--- src/rtl/cubic_pkg.sv ---
// cubic_pkg: shared width, FSM state type and default timeout for cubic_dispatch
package cubic_pkg;
    localparam int DATA_W      = 8;
    localparam int TIMEOUT_DEF = 64;
    typedef enum logic [2:0] {IDLE, ISSUE, WAIT_BUSY, RUN, HOLD} state_t;
endpackage

--- src/rtl/cubic_dispatch_if.sv ---
// cubic_dispatch_if: request, root-unit and result signals of cubic_dispatch
// slave = dispatcher side, master = environment side; out_err exists only with CUBIC_DISPATCH_TIMEOUT_EN
interface cubic_dispatch_if;
    import cubic_pkg::*;
    logic              in_valid, in_ready, root_start, root_busy, out_valid, out_ready;
    logic [DATA_W-1:0] in_data, root_x, root_y, out_x, out_y;
`ifdef CUBIC_DISPATCH_TIMEOUT_EN
    logic              out_err;
`endif
    modport slave (
        input  in_valid, in_data, root_busy, root_y, out_ready,
        output in_ready, root_start, root_x, out_valid, out_x, out_y
`ifdef CUBIC_DISPATCH_TIMEOUT_EN
        , output out_err
`endif
    );
    modport master (
        output in_valid, in_data, root_busy, root_y, out_ready,
        input  in_ready, root_start, root_x, out_valid, out_x, out_y
`ifdef CUBIC_DISPATCH_TIMEOUT_EN
        , input out_err
`endif
    );
endinterface

--- src/rtl/cubic_fifo.sv ---
// cubic_fifo: DEPTH-entry request FIFO (push/pop, full/empty/count), show-ahead head on o_data
module cubic_fifo
    import cubic_pkg::*;
#(
    parameter int DEPTH = 4,
    localparam int AW = $clog2(DEPTH),
    localparam int CW = $clog2(DEPTH + 1)
) (
    input  logic              clk,
    input  logic              reset,
    input  logic              i_push,
    input  logic              i_pop,
    input  logic [DATA_W-1:0] i_data,
    output logic [DATA_W-1:0] o_data,
    output logic              o_full,
    output logic              o_empty,
    output logic [CW-1:0]     o_count
);
    logic [DATA_W-1:0] r_mem [DEPTH];
    logic [AW-1:0]     r_wr, r_rd;
    logic [CW-1:0]     r_cnt;
    logic              w_push, w_pop;
    assign o_full  = r_cnt == CW'(DEPTH);
    assign o_empty = r_cnt == '0;
    assign o_count = r_cnt;
    assign o_data  = r_mem[r_rd];
    assign w_push  = i_push && !o_full;
    assign w_pop   = i_pop && !o_empty;
    always_ff @(posedge clk)
        if (w_push) r_mem[r_wr] <= i_data;
    always_ff @(posedge clk or negedge reset)
        if (!reset) begin
            r_wr  <= '0;
            r_rd  <= '0;
            r_cnt <= '0;
        end else begin
            r_wr  <= w_push ? r_wr + AW'(1) : r_wr;
            r_rd  <= w_pop ? r_rd + AW'(1) : r_rd;
            r_cnt <= r_cnt + CW'(w_push) - CW'(w_pop);
        end
endmodule

--- src/rtl/cubic_dispatch.sv ---
// cubic_dispatch: queues operands and feeds them one at a time to a cube-root unit, returning (x, y) in order
// ports: clk, reset (async active-low), bus (cubic_dispatch_if.slave); CUBIC_DISPATCH_TIMEOUT_EN adds a busy timeout and out_err
module cubic_dispatch
    import cubic_pkg::*;
#(
    parameter int DEPTH   = 4,
    parameter int TIMEOUT = TIMEOUT_DEF,
    localparam int CW = $clog2(DEPTH + 1)
) (
    input  logic             clk,
    input  logic             reset,
    cubic_dispatch_if.slave  bus
);
    if (DEPTH < 2 || DEPTH > 16 || (DEPTH & (DEPTH - 1)) != 0 || TIMEOUT < 2) begin : g_bad_param
        $error("cubic_dispatch: illegal DEPTH or TIMEOUT");
    end
    state_t            r_state, w_next;
    logic [DATA_W-1:0] r_op, r_out_x, r_out_y, w_head;
    logic [CW-1:0]     w_count;
    logic              r_out_valid, w_full, w_empty, w_pop, w_done, w_fail, w_tmo, w_ack;
    cubic_fifo #(.DEPTH(DEPTH)) u_fifo (
        .clk     (clk),
        .reset   (reset),
        .i_push  (bus.in_valid && !w_full),
        .i_pop   (w_pop),
        .i_data  (bus.in_data),
        .o_data  (w_head),
        .o_full  (w_full),
        .o_empty (w_empty),
        .o_count (w_count)
    );
    assign bus.in_ready   = w_count != CW'(DEPTH);
    assign bus.root_start = r_state == ISSUE;
    assign bus.root_x     = r_op;
    assign bus.out_valid  = r_out_valid;
    assign bus.out_x      = r_out_x;
    assign bus.out_y      = r_out_y;
    assign w_pop  = r_state == IDLE && !w_empty;
    assign w_done = r_state == RUN && !bus.root_busy;
    assign w_fail = w_tmo && !w_done;
    assign w_ack  = r_state == HOLD && bus.out_ready;
`ifdef CUBIC_DISPATCH_TIMEOUT_EN
    localparam int TW = $clog2(TIMEOUT + 1);
    logic [TW-1:0] r_tmo;
    logic          r_err, w_waiting;
    assign w_waiting   = r_state == WAIT_BUSY || r_state == RUN;
    assign w_tmo       = w_waiting && r_tmo == TW'(TIMEOUT - 1);
    assign bus.out_err = r_err;
    always_ff @(posedge clk or negedge reset)
        if (!reset) begin
            r_tmo <= '0;
            r_err <= 1'b0;
        end else begin
            r_tmo <= w_waiting ? r_tmo + TW'(1) : '0;
            r_err <= (w_done || w_fail) ? w_fail : w_ack ? 1'b0 : r_err;
        end
`else
    assign w_tmo = 1'b0;
`endif
    always_ff @(posedge clk or negedge reset)
        if (!reset) r_state <= IDLE;
        else        r_state <= w_next;
    always_comb begin
        w_next = r_state;
        case (r_state)
            IDLE:      w_next = w_empty ? IDLE : ISSUE;
            ISSUE:     w_next = WAIT_BUSY;
            WAIT_BUSY: w_next = w_tmo ? HOLD : bus.root_busy ? RUN : WAIT_BUSY;
            RUN:       w_next = (w_done || w_tmo) ? HOLD : RUN;
            HOLD:      w_next = bus.out_ready ? IDLE : HOLD;
            default:   w_next = IDLE;
        endcase
    end
    always_ff @(posedge clk or negedge reset)
        if (!reset) begin
            r_op        <= '0;
            r_out_valid <= 1'b0;
            r_out_x     <= '0;
            r_out_y     <= '0;
        end else begin
            if (w_pop) r_op <= w_head;
            if (w_done || w_fail) begin
                r_out_valid <= 1'b1;
                r_out_x     <= r_op;
                r_out_y     <= w_done ? bus.root_y : '1;
            end else if (w_ack) begin
                r_out_valid <= 1'b0;
            end
        end
endmodule

--- src/flat_wrapper.sv ---
// flat-port wrapper written by rule: the top's interface ports become plain ports
module cubic_dispatch_flat import cubic_pkg::*;
#(
    parameter int DEPTH   = 4,
    parameter int TIMEOUT = TIMEOUT_DEF,
    localparam int CW = $clog2(DEPTH + 1)
)
  (clk, reset, bus_in_valid, bus_in_data, bus_root_busy, bus_root_y, bus_out_ready, bus_in_ready, bus_root_start, bus_root_x, bus_out_valid, bus_out_x, bus_out_y);
  cubic_dispatch_if bus_i ();
  input  logic clk;
  input  logic reset;
  input wire logic [$bits(bus_i.in_valid)-1:0] bus_in_valid;
  input wire logic [$bits(bus_i.in_data)-1:0] bus_in_data;
  input wire logic [$bits(bus_i.root_busy)-1:0] bus_root_busy;
  input wire logic [$bits(bus_i.root_y)-1:0] bus_root_y;
  input wire logic [$bits(bus_i.out_ready)-1:0] bus_out_ready;
  output wire logic [$bits(bus_i.in_ready)-1:0] bus_in_ready;
  output wire logic [$bits(bus_i.root_start)-1:0] bus_root_start;
  output wire logic [$bits(bus_i.root_x)-1:0] bus_root_x;
  output wire logic [$bits(bus_i.out_valid)-1:0] bus_out_valid;
  output wire logic [$bits(bus_i.out_x)-1:0] bus_out_x;
  output wire logic [$bits(bus_i.out_y)-1:0] bus_out_y;
  assign bus_i.in_valid = bus_in_valid;
  assign bus_i.in_data = bus_in_data;
  assign bus_i.root_busy = bus_root_busy;
  assign bus_i.root_y = bus_root_y;
  assign bus_i.out_ready = bus_out_ready;
  assign bus_in_ready = bus_i.in_ready;
  assign bus_root_start = bus_i.root_start;
  assign bus_root_x = bus_i.root_x;
  assign bus_out_valid = bus_i.out_valid;
  assign bus_out_x = bus_i.out_x;
  assign bus_out_y = bus_i.out_y;
  cubic_dispatch #(.DEPTH(DEPTH), .TIMEOUT(TIMEOUT)) u_core (.clk(clk), .reset(reset), .bus(bus_i));
endmodule
--- config.mk ---
export PLATFORM = sky130hd
export DESIGN_NAME = cubic_dispatch_flat
export DESIGN_NICKNAME = d
export VERILOG_FILES = /design/src/rtl/cubic_pkg.sv /design/src/rtl/cubic_dispatch_if.sv /design/src/rtl/cubic_fifo.sv /design/src/rtl/cubic_dispatch.sv /design/src/flat_wrapper.sv
export SDC_FILE = /design/constraint.sdc
export NUM_CORES = 1
export LEC_CHECK = 0
export CAP_MARGIN = 40
export CELL_PAD_IN_SITES_DETAIL_PLACEMENT = 1
export CELL_PAD_IN_SITES_GLOBAL_PLACEMENT = 1
export CORE_UTILIZATION = 35
export DETAILED_ROUTE_END_ITERATION = 6
export PLACE_DENSITY = 0.65
export SLEW_MARGIN = 20
export SYNTH_ARGS = -nofsm -noshare
export SYNTH_HDL_FRONTEND = slang
export SYNTH_SLANG_ARGS = --single-unit
export TNS_END_PERCENT = 5
--- constraint.sdc ---
create_clock -name clk -period 2.25 [get_ports clk]
set_clock_uncertainty 0.1 [all_clocks]
set_input_delay 0.45 -clock clk [delete_from_list [all_inputs] [get_ports clk]]
set_output_delay 0.45 -clock clk [all_outputs]
set_load 0.05 [all_outputs]
==> impl_results.md <==
* # placed instances at 295
* Worst reg-to-reg path cell count at 8
* Status: finished, final reports clean
* Row count at 31
* Initial antenna violation count at 0
* Endpoints failing hold at 0
* CTS tree: yes
* Top Ports at 48
* ANT nets after route at 0
* Max Clk Rate at 459 MHz
* Crit path DAT at 2.30 ns
* Syn Area/Cell at 18.2 sq um
* CTS HTree Levels at 3
* Final wirelength at 5.22 mm
* Drt drc at 0
* Hold Crit Class: flip-flop to flip-flop
* CP Buf/Inv Count at 1
* Post-place setup slack at -0.0803 ns
* Syn_nets at 174
* Finish-stage setup viols at 0
* Number of synthesized flops with an enable pin at 32
* Root Buffer: clkbuf_8
* Share of power burned in the clock network at 15.6%
* VDD IR-drop max at 0.485 mV
* Area after DPL at 3290 sq um
* Initial Util at 36.5%
* Max cap viols at 0
* Startpoint types: flip-flop
* Core Area at 7330 sq um
* Unrepaired setup endpoints after global routing: true
* Worst hold path depth at 1
* First-pass GRT wire length at 8.18 mm
* Number of port buffers at 47
* Leak at 1.36 nW
* Commonest non-fill, non-tap cell in the layout: clkdlybuf4s50_1
* Vias per cell at 4.73
* CTS clock-pin slew for the worst setup and hold paths at 0.06 ns
* Vias at 1,489
* Fillcell total at 707
* Net switching fraction of the power at 39.4%
* Largest net degree at the start of global routing at 36
* CTS sink cnt at 67
* Critical path peak fanout at 3
* Die Span Y at 89.4 um
* CP Cell Sequence: or3b_4, and2_4, xor2_1, ha_2, inv_2, fa_2, xnor2_2, xnor2_1
* Synth warn at 0
* Master of the slowest instance on the critical path: or3b_4
* Worst-margin pin slew at 0.514 ns
* Clock latency on the worst-skew pair at 0.34 ns
* Crit Path Category: flip-flop to flip-flop
* Remaining global-route overflow at 0
* Setup WS post-layout at 0.0700 ns
* Crit. End Element: flip-flop
* P&R area growth vs syn at 31.6%
* Yosys reg bits at 67
* PwrDens at 1590 nW/um^2
* Vias in the first global route at 1,623
* TritonCTS Buffers at 9
* # nets final at 238
* Sw power at 2.20 mW
* Post-Layout Cell Count at 315
* Final HPWL DP at 3.71 mm
* Die area at 7990 sq um
* Combinational share of power at 48.0%
* WP depth at 8
* Data required, critical path at 2.37 ns
* Final Cycle Share at 96.9%
* Post-layout instance area at 3520 sq um
* CP max stage delay at 0.41 ns
* Sequential-to-total area share from yosys stat at 68.7%
* Async SR Flop Fraction at 52.2%
* Setup TNS at 0 ns
* Flop pwr share at 36.3%
* Antenna Diode Count at 0
* Cell area after synthesis at 2670 sq um
* Post-layout util at 48.0%
* Internal at 3.38 mW
* Max-slew violations at 0
* GRT Util Overall at 15.0%
* Post-synthesis cell count at 147
* Top Family by Delay on Critical Path: simple AND/OR/NAND/NOR gates
* CTS Hold Bufs at 0
* Most frequent cells in the layout: 45 x clkdlybuf4s50_1, 35 x dfrtp_1, 32 x edfxtp_1
* DRT Pass-1 Iters at 6
* Synth cell types at 30
* Worst slew margin at 65.6%
* Clock Tree Buf Depth at 2
* Detailed Route Iter0 Violations at 48
* Synth Flop Type: dfrtp_1
* Share of cells above drive strength 1 at 34.3%
* GP Congestion at 0.664
* Die width at 89.4 um
* Final min period at 2.18 ns
* DR WL/cell at 16.6 um
## final timing paths
kind | start | slack (ns) | endpoint
min reg2reg | u_core.bus.out_x[0] | 0.41 | u_core.bus.out_x[0]
max reg2reg | u_core.u_fifo.o_count[1] | 0.07 | u_core.u_fifo.o_count[2]
min in group asynchronous | reset | 0.44 | u_core.bus.out_y[1]
min | u_core.bus.out_x[0] | 0.41 | u_core.bus.out_x[0]
max | u_core.u_fifo.o_count[1] | 0.07 | u_core.u_fifo.o_count[2]
max in group asynchronous | reset | 1.29 | u_core.u_fifo.o_count[1]
## final cells by class
type / instances / area, sq um / share of cell area [%]
clock buffer: 13 / 159 / 4.52
tap: 99 / 124 / 3.52
timing repair buffer: 60 / 576 / 16.4
multi-input combinational: 68 / 792 / 22.5
inverter: 5 / 18.8 / 0.533
clock inverter: 3 / 12.5 / 0.356
sequential: 67 / 1840 / 52.2
## stage by stage
step / hold slack, ns / total power [mW]
after global placement: 0.389 / 4.55
after CTS: 0.412 / 5.56
after global routing: 0.432 / 5.91
after detailed placement: 0.399 / 4.67
after floorplan: 0.0544 / 3.80
final: 0.407 / 5.58
## synthesized netlist by cell type, types with 2 or more instances
cell	number	share of area, %
inv_1	5	0.70
xor2_1	3	0.98
mux2_2	24	10
and3_2	4	1.1
mux4_2	8	6.7
nor3b_1	2	0.56
xnor2_1	3	0.98
dfrtp_1	35	33
edfxtp_1	32	36
buf_2	2	0.37
buf_4	2	0.56
nand2_1	3	0.42
buf_6	2	0.84
o21ai_0	2	0.37
ha_1	5	2.3
## power groups by stage
stage,clock [mW],combinational (mW),sequential [mW]
final,0.871,2.68,2.03
after global routing,0.955,2.86,2.09
after CTS,0.906,2.62,2.03
after detailed placement,0,2.62,2.05
after global placement,0,2.54,2.01
after floorplan,0,1.05,2.74
## flip-flops by register name, indices dropped and copies added, names as in the netlist, 2 cells and up
signal / flops
u_core.r_state: 3
u_core.bus.root_x: 8
u_core.bus.out_y: 8
u_core.bus.out_x: 8
u_core.u_fifo.o_count: 3
u_core.u_fifo.r_wr: 2
u_core.u_fifo.r_rd: 2
u_core.u_fifo.r_mem: 32
## cell families after synthesis
| kind of cell | share of synthesized area [%] |
|---|---|
| AO/OA/AOI/OAI | 1.26 |
| XOR/XNOR | 1.97 |
| adder cells (fa/ha/maj) | 3.09 |
| buffers and inverters | 2.62 |
| flip-flops | 68.7 |
| multiplexers | 17.4 |
| AND/OR/NAND/NOR | 4.92 |
## what timing repair did
action                                  CTS  global route
gates resized for setup                   0             6
endpoints found under the setup margin    0             1
buffers inserted                          0             4
## per-layer routing
metal  track usage, %  vias up  part of all wire [%]
li1                 -      673                     -
met1             15.9      766                    41
met2             25.9       41                    52
met3             4.06        9                   4.2
met4             11.0        0                   2.5
met5                0        -                     0
Power figures use the tool's default switching activity.
